File: src/rtl/ser_tx_ctrl_pkg.sv
// ser_pkg: shared types for the serial transmit controller slice.
//   state_t : controller FSM state (IDLE, SHIFT)
//   byte_t  : one transmitted byte
package ser_pkg;

  localparam int DATA_W = 8;
  localparam int CNT_W  = 16;

  typedef logic [DATA_W-1:0] byte_t;

  typedef enum logic {
    IDLE  = 1'b0,
    SHIFT = 1'b1
  } state_t;

endpackage

File: src/rtl/ser_tx_ctrl_if.sv
// ser_tx_ctrl_if: byte input handshake of the serial transmit controller.
//   in_data  : byte to transmit, MSB first (master -> slave)
//   in_valid : in_data valid                (master -> slave)
//   in_ready : holding register empty       (slave -> master)
// A byte is accepted on the posedge clk where in_valid && in_ready.
interface ser_tx_ctrl_if;
  import ser_pkg::*;

  byte_t in_data;
  logic  in_valid;
  logic  in_ready;

  modport master (output in_data, output in_valid, input in_ready);
  modport slave  (input in_data, input in_valid, output in_ready);

endinterface

File: src/rtl/ser_clk_gen.sv
// ser_clk_gen: divides clk down to the free-running serial clock.
//   clk      : system clock
//   reset_n  : asynchronous active-low reset (clk_ser forced low)
//   clk_ser  : serial clock, period 2*CLK_DIV clk cycles, 50% duty
//   rise_evt : high in the cycle whose closing posedge takes clk_ser 0->1
//   fall_evt : high in the cycle whose closing posedge takes clk_ser 1->0
module ser_clk_gen #(
  parameter int CLK_DIV = 2
) (
  input  logic clk,
  input  logic reset_n,
  output logic clk_ser,
  output logic rise_evt,
  output logic fall_evt
);

  localparam logic [7:0] TERM_CNT = 8'(CLK_DIV - 1);

  logic [7:0] div_cnt;
  logic       term;

  assign term = (div_cnt == TERM_CNT);

  always_ff @(posedge clk or negedge reset_n) begin
    if (!reset_n) begin
      div_cnt <= '0;
      clk_ser <= 1'b0;
    end else if (term) begin
      div_cnt <= '0;
      clk_ser <= ~clk_ser;
    end else begin
      div_cnt <= div_cnt + 8'd1;
    end
  end

  // Strobes lead the clk_ser edge by one cycle so controller registers
  // update on the same posedge clk that toggles clk_ser.
  assign rise_evt = term & ~clk_ser;
  assign fall_evt = term &  clk_ser;

endmodule

File: src/rtl/ser_tx_ctrl.sv
// ser_tx_ctrl: feeds bytes to a downstream parallel-load serializer.
//   clk        : system clock
//   reset_n    : asynchronous active-low reset
//   in_if      : byte handshake (in_data / in_valid / in_ready)
//   clk_ser    : free-running serial clock to the serializer
//   clk_par    : active-low parallel load strobe, low across one clk_ser fall
//   data_par   : parallel byte, held until the next load
//   busy       : byte in flight or holding register full
//   bytes_sent : bytes loaded into the serializer, wraps at 16 bits
// The serializer launches bits on clk_ser falls; DEFAULT_VAL documents the
// line level it shifts in while no byte is loaded.
module ser_tx_ctrl
  import ser_pkg::*;
#(
  parameter int CLK_DIV     = 2,
  parameter int DEFAULT_VAL = 1
) (
  input  logic             clk,
  input  logic             reset_n,
  ser_tx_ctrl_if.slave     in_if,
  output logic             clk_ser,
  output logic             clk_par,
  output byte_t            data_par,
  output logic             busy,
  output logic [CNT_W-1:0] bytes_sent
);

  generate
    if (CLK_DIV < 1 || CLK_DIV > 255 || DEFAULT_VAL < 0 || DEFAULT_VAL > 1) begin : g_bad_param
      $error("ser_tx_ctrl: CLK_DIV must be 1..255 and DEFAULT_VAL 0 or 1");
    end
  endgenerate

  logic rise_evt;
  logic fall_evt;

  ser_clk_gen #(
    .CLK_DIV (CLK_DIV)
  ) u_clk_gen (
    .clk      (clk),
    .reset_n  (reset_n),
    .clk_ser  (clk_ser),
    .rise_evt (rise_evt),
    .fall_evt (fall_evt)
  );

  state_t           state_q,     state_d;
  logic [2:0]       bit_cnt_q,   bit_cnt_d;
  logic             hold_full_q, hold_full_d;
  byte_t            hold_q;
  logic             clk_par_d;
  byte_t            data_par_d;
  logic             busy_d;
  logic [CNT_W-1:0] sent_cnt_q;

  logic accept;
  logic load_slot;
  logic do_load;

  assign in_if.in_ready = ~hold_full_q;
  assign accept         = in_if.in_valid & ~hold_full_q;

  // A new byte may only start on a rise, either from idle or right after
  // the eighth bit of the current byte has been launched.
  assign load_slot = rise_evt &
                     ((state_q == IDLE) || ((state_q == SHIFT) && (bit_cnt_q == 3'd7)));
  assign do_load   = load_slot & hold_full_q;

  always_comb begin
    state_d     = state_q;
    bit_cnt_d   = bit_cnt_q;
    clk_par_d   = clk_par;
    data_par_d  = data_par;
    hold_full_d = hold_full_q;

    if (do_load) begin
      state_d    = SHIFT;
      bit_cnt_d  = 3'd0;
      clk_par_d  = 1'b0;
      data_par_d = hold_q;
    end else if (rise_evt) begin
      clk_par_d = 1'b1;
      if (load_slot) begin
        state_d = IDLE;
      end
    end else if (fall_evt && (state_q == SHIFT) && clk_par && (bit_cnt_q != 3'd7)) begin
      // The fall under a low clk_par is the load itself, not a shift.
      bit_cnt_d = bit_cnt_q + 3'd1;
    end

    if (accept) begin
      hold_full_d = 1'b1;
    end else if (do_load) begin
      hold_full_d = 1'b0;
    end

    busy_d = (state_d == SHIFT) || hold_full_d;
  end

  always_ff @(posedge clk or negedge reset_n) begin
    if (!reset_n) begin
      state_q     <= IDLE;
      bit_cnt_q   <= 3'd0;
      hold_full_q <= 1'b0;
      clk_par     <= 1'b1;
      data_par    <= '0;
      busy        <= 1'b0;
      sent_cnt_q  <= '0;
    end else begin
      state_q     <= state_d;
      bit_cnt_q   <= bit_cnt_d;
      hold_full_q <= hold_full_d;
      clk_par     <= clk_par_d;
      data_par    <= data_par_d;
      busy        <= busy_d;
      if (do_load) begin
        sent_cnt_q <= sent_cnt_q + 16'd1;
      end
    end
  end

  // Holding data needs no reset: it is only read while hold_full_q is set.
  always_ff @(posedge clk) begin
    if (accept) begin
      hold_q <= in_if.in_data;
    end
  end

  assign bytes_sent = sent_cnt_q;

endmodule

File: src/flat_wrapper.sv
// flat-port wrapper written by rule: the top's interface ports become plain ports
module ser_tx_ctrl_flat import ser_pkg::*;
#(
  parameter int CLK_DIV     = 2,
  parameter int DEFAULT_VAL = 1
)
  (clk, reset_n, clk_ser, clk_par, data_par, busy, bytes_sent, in_if_in_data, in_if_in_valid, in_if_in_ready);
  ser_tx_ctrl_if in_if_i ();
  input  logic clk;
  input  logic reset_n;
  output logic clk_ser;
  output logic clk_par;
  output byte_t data_par;
  output logic busy;
  output logic [CNT_W-1:0] bytes_sent;
  input wire logic [$bits(in_if_i.in_data)-1:0] in_if_in_data;
  input wire logic [$bits(in_if_i.in_valid)-1:0] in_if_in_valid;
  output wire logic [$bits(in_if_i.in_ready)-1:0] in_if_in_ready;
  assign in_if_i.in_data = in_if_in_data;
  assign in_if_i.in_valid = in_if_in_valid;
  assign in_if_in_ready = in_if_i.in_ready;
  ser_tx_ctrl #(.CLK_DIV(CLK_DIV), .DEFAULT_VAL(DEFAULT_VAL)) u_core (.clk(clk), .reset_n(reset_n), .in_if(in_if_i), .clk_ser(clk_ser), .clk_par(clk_par), .data_par(data_par), .busy(busy), .bytes_sent(bytes_sent));
endmodule
File: config.mk
export PLATFORM = sky130hd
export DESIGN_NAME = ser_tx_ctrl_flat
export DESIGN_NICKNAME = d
export VERILOG_FILES = /design/src/rtl/ser_tx_ctrl_pkg.sv /design/src/rtl/ser_tx_ctrl_if.sv /design/src/rtl/ser_clk_gen.sv /design/src/rtl/ser_tx_ctrl.sv /design/src/flat_wrapper.sv
export SDC_FILE = /design/constraint.sdc
export NUM_CORES = 1
export LEC_CHECK = 0
export CAP_MARGIN = 20
export CORE_ASPECT_RATIO = 1.2
export CORE_MARGIN = 2
export CORE_UTILIZATION = 45
export DETAILED_ROUTE_END_ITERATION = 8
export GPL_TIMING_DRIVEN = 0
export PLACE_DENSITY_LB_ADDON = 0.1
export SLEW_MARGIN = 20
export SYNTH_ARGS = -nofsm -noshare
export SYNTH_HDL_FRONTEND = slang
export SYNTH_SLANG_ARGS = --single-unit
File: constraint.sdc
create_clock -name clk -period 4.1 [get_ports clk]
set_input_delay 0.41 -clock clk [delete_from_list [all_inputs] [get_ports clk]]
set_output_delay 0.41 -clock clk [all_outputs]
set_load 0.02 [all_outputs]
==> flow_metrics.py <==
metrics = {
    "timing": {
        "tightest_slew_ns": 0.710,
        "fin_tns_setup_ns": 0,
        "final_max_slew_viol_count": 0,
        "setup_viol": 0,
        "finalClockSkew_ns": 0.00747,
        "whs_ns": 0.449,
        "max_freq_mhz": 488,
        "rsz0062_at_grt": "false",
        "min_period_over_period": 0.499,
        "period_minus_slack_ns": 2.05,
        "setup_ws_ns": 2.05,
        "relSlewSlack": 0.523,
        "hold_viol_final": 0,
    },
    "yosys": {
        "ys_ff_latch": 48,
        "avgSynthCellArea_um2": 11.8,
        "yosysTopAreaCellShare": 0.486,
        "ys_warn_count": 0,
        "async_reset_ff_frac": 0.833,
        "synthTopCellsByArea": "dfrtp_1, edfxtp_1, nand2_1, xnor2_1, xor2_1",
        "synthCells": 171,
        "synth.cell_area_um2": 2010,
        "synth.most_common_cell": "dfrtp_1",
        "ys_top_cells_by_count": "dfrtp_1, nand2_1, xnor2_1, nand3_1, xor2_1",
        "syn_nets": 187,
        "synth_flop_cell": "dfrtp_1",
        "ys_seq_area_frac": 0.618,
        "synth_cell_types": 29,
        "synth_top_cell_by_area": "dfrtp_1",
        "synth-edff-count": 8,
    },
    "pwr": {
        "power_frac_comb": 0.339,
        "power_mw": 1.37,
        "swShare": 0.344,
        "peakVddDrop_uv": 283,
        "clkPwrFrac": 0.200,
        "p_per_area_nw_per_um2": 534,
        "intPower_uw": 901,
        "p_seq_frac": 0.461,
        "p_leak_nw": 1.16,
        "p_sw_uw": 472,
    },
    "hold_path": {
        "hp-class": "flip-flop to flip-flop",
    },
    "run_status": {
        "status": "finished, final reports clean",
    },
    "placed_design": {
        "dpl.cell_count": 266,
        "pre_cts_ws_ns": 2.08,
        "place_hpwl_mm": 2.80,
        "port_buffers": 38,
        "dpl_cell_area_um2": 2470,
        "routabilityCongestion": 0.727,
    },
    "floorplanning": {
        "num_rows": 26,
        "start_util": 0.472,
        "core_um2": 4260,
        "die_h_um": 77.2,
        "die_area_um2": 5020,
        "die_w_um": 65,
        "io_pins": 39,
    },
    "final_layout": {
        "instances_no_fill": 275,
        "syn2layout_area_growth_pct": 28.0,
        "final_util": 0.604,
        "multi_input_area_um2": 746,
        "antenna_cells": 0,
        "final_area_um2": 2570,
        "regArea_um2": 1240,
        "fillers": 360,
        "fin_nets": 234,
        "drive_above_1_share": 0.0731,
    },
    "cts": {
        "root_buffer": "clkbuf_8",
        "cts_buffers": 5,
        "clkTransAtPathRegs_ns": 0.09,
        "htreeDepth": 2,
        "cts_sinks": 48,
        "cts_tree": "done",
        "clockBufferDepth": 2,
        "clk_latency_ns": 0.30,
        "cts_resized": 0,
    },
    "setup_path": {
        "critical_path_required_ns": 4.33,
        "cp_cell_sequence": "inv_1 -> ha_1 -> nor4b_4 -> and4_1 -> clkbuf_2 -> buf_2 -> nand2_1 -> nand2_1",
        "cpPeakStageDelay_ns": 0.53,
        "critPathBufInv": 3,
        "critPathCaptureType": "flip-flop",
        "cp_max_fo": 10,
        "crit_type": "flip-flop to flip-flop",
        "cp-start-kind": "flip-flop",
        "critPathArrivalTime_ns": 2.28,
        "cp_top_family": "simple AND/OR/NAND/NOR gates",
        "cp_slowest_cell": "nor4b_4",
        "crit_top_cell": "nand2_1",
    },
    "detailed_routing": {
        "drc": 0,
        "routed_wirelength_mm": 3.79,
        "drt-pass1-iter-count": 4,
        "drt_iter0_drc": 67,
        "wire_per_inst_um": 13.8,
        "via_per_inst": 5.05,
        "dr_total_vias": 1390,
        "postRouteAntennaNets": 0,
    },
    "grt": {
        "grt_antenna_before_repair": 0,
        "grt_overflow": 0,
        "track_usage": 0.176,
        "grt_pass1_wl_mm": 6.82,
        "grt_max_degree": 30,
        "grt_pass1_vias": 1459,
    },
    "flow_run": {
        "cap_violations": 0,
    },
}
registers in the layout, summed over array words and instances (netlist names):
| register | cells |
|---|---|
| u_core.bit_cnt_q | 3 |
| u_core.busy | 1 |
| u_core.bytes_sent | 16 |
| u_core.clk_par | 1 |
| u_core.data_par | 8 |
| u_core.hold_full_q | 1 |
| u_core.hold_q | 8 |
| u_core.state_q | 1 |
| u_core.u_clk_gen.clk_ser | 1 |
| u_core.u_clk_gen.div_cnt | 8 |
layout by cell type (no fill, tap or decap), types with 3 or more instances in the layout:
cell type | netlist | routed
dfrtp_1 | 39 | 39
clkdlybuf4s50_1 | 0 | 37
nand2_1 | 36 | 36
xnor2_1 | 13 | 13
nand3_1 | 11 | 11
xor2_1 | 9 | 9
edfxtp_1 | 8 | 8
nor3_1 | 7 | 7
nor2_1 | 7 | 7
nand4_1 | 6 | 6
ha_1 | 5 | 5
clkbuf_8 | 0 | 5
and3_1 | 4 | 4
and2_1 | 3 | 3
worst reg2reg max path, cell delays in order (launching register included):
cell      delay, ns
dfrtp_1        0.41
inv_1          0.06
ha_1           0.15
nor4b_4        0.53
and4_1         0.28
clkbuf_2       0.17
buf_2          0.24
nand2_1        0.09
nand2_1        0.06
power by group through the flow:
| stage | sequential (mW) | combinational (mW) | clock (mW) |
|---|---|---|---|
| global placement | 0.637 | 0.454 | 0 |
| CTS | 0.634 | 0.473 | 0.285 |
| finish | 0.633 | 0.466 | 0.274 |
| global route | 0.647 | 0.520 | 0.310 |
| floorplan | 0.704 | 0.203 | 0 |
| detailed placement | 0.643 | 0.471 | 0 |
cells by family after synthesis:
kind of cell             after synthesis  share of synthesized area
adder cells (fa/ha/maj)                5                     0.0311
AND/OR/NAND/NOR                       85                      0.220
multiplexers                           1                    0.00560
AO/OA/AOI/OAI                          5                     0.0187
buffers and inverters                  5                     0.0106
flip-flops                            48                      0.618
XOR/XNOR                              22                     0.0959
layer usage:
layer,vias up,GRT usage,wire length [um]
met5,-,0,0
met4,0,0.0511,49
met3,6,0.0557,217
met2,37,0.285,1930
met1,672,0.226,1590
li1,675,-,-
layout make-up:
type | count | share of cell area
sequential | 48 | 0.483
multi-input combinational | 118 | 0.290
timing repair buffer | 40 | 0.158
tap | 56 | 0.0272
clock buffer | 5 | 0.0268
clock inverter | 3 | 0.00730
buffer | 3 | 0.00535
inverter | 2 | 0.00292
final timing paths:
check	startpoint	to	slack, ns	cells past startpoint
max in group asynchronous	reset_n	u_core.clk_par	3.04	3
max reg2reg	u_core.u_clk_gen.div_cnt[1]	u_core.data_par[5]	2.05	8
min	u_core.hold_q[0]	u_core.data_par[0]	0.45	2
min reg2reg	u_core.hold_q[0]	u_core.data_par[0]	0.45	2
max	u_core.u_clk_gen.div_cnt[1]	u_core.data_par[5]	2.05	8
min in group asynchronous	reset_n	u_core.u_clk_gen.div_cnt[3]	0.53	2
what timing repair did:
item / 4_1_cts / 5_1_grt
hold endpoints to repair: 11 / 0
buffers inserted: 0 / 0
setup endpoints to repair: 0 / 0
hold buffers: 1 / 0
(Power assumes the default switching activity.)
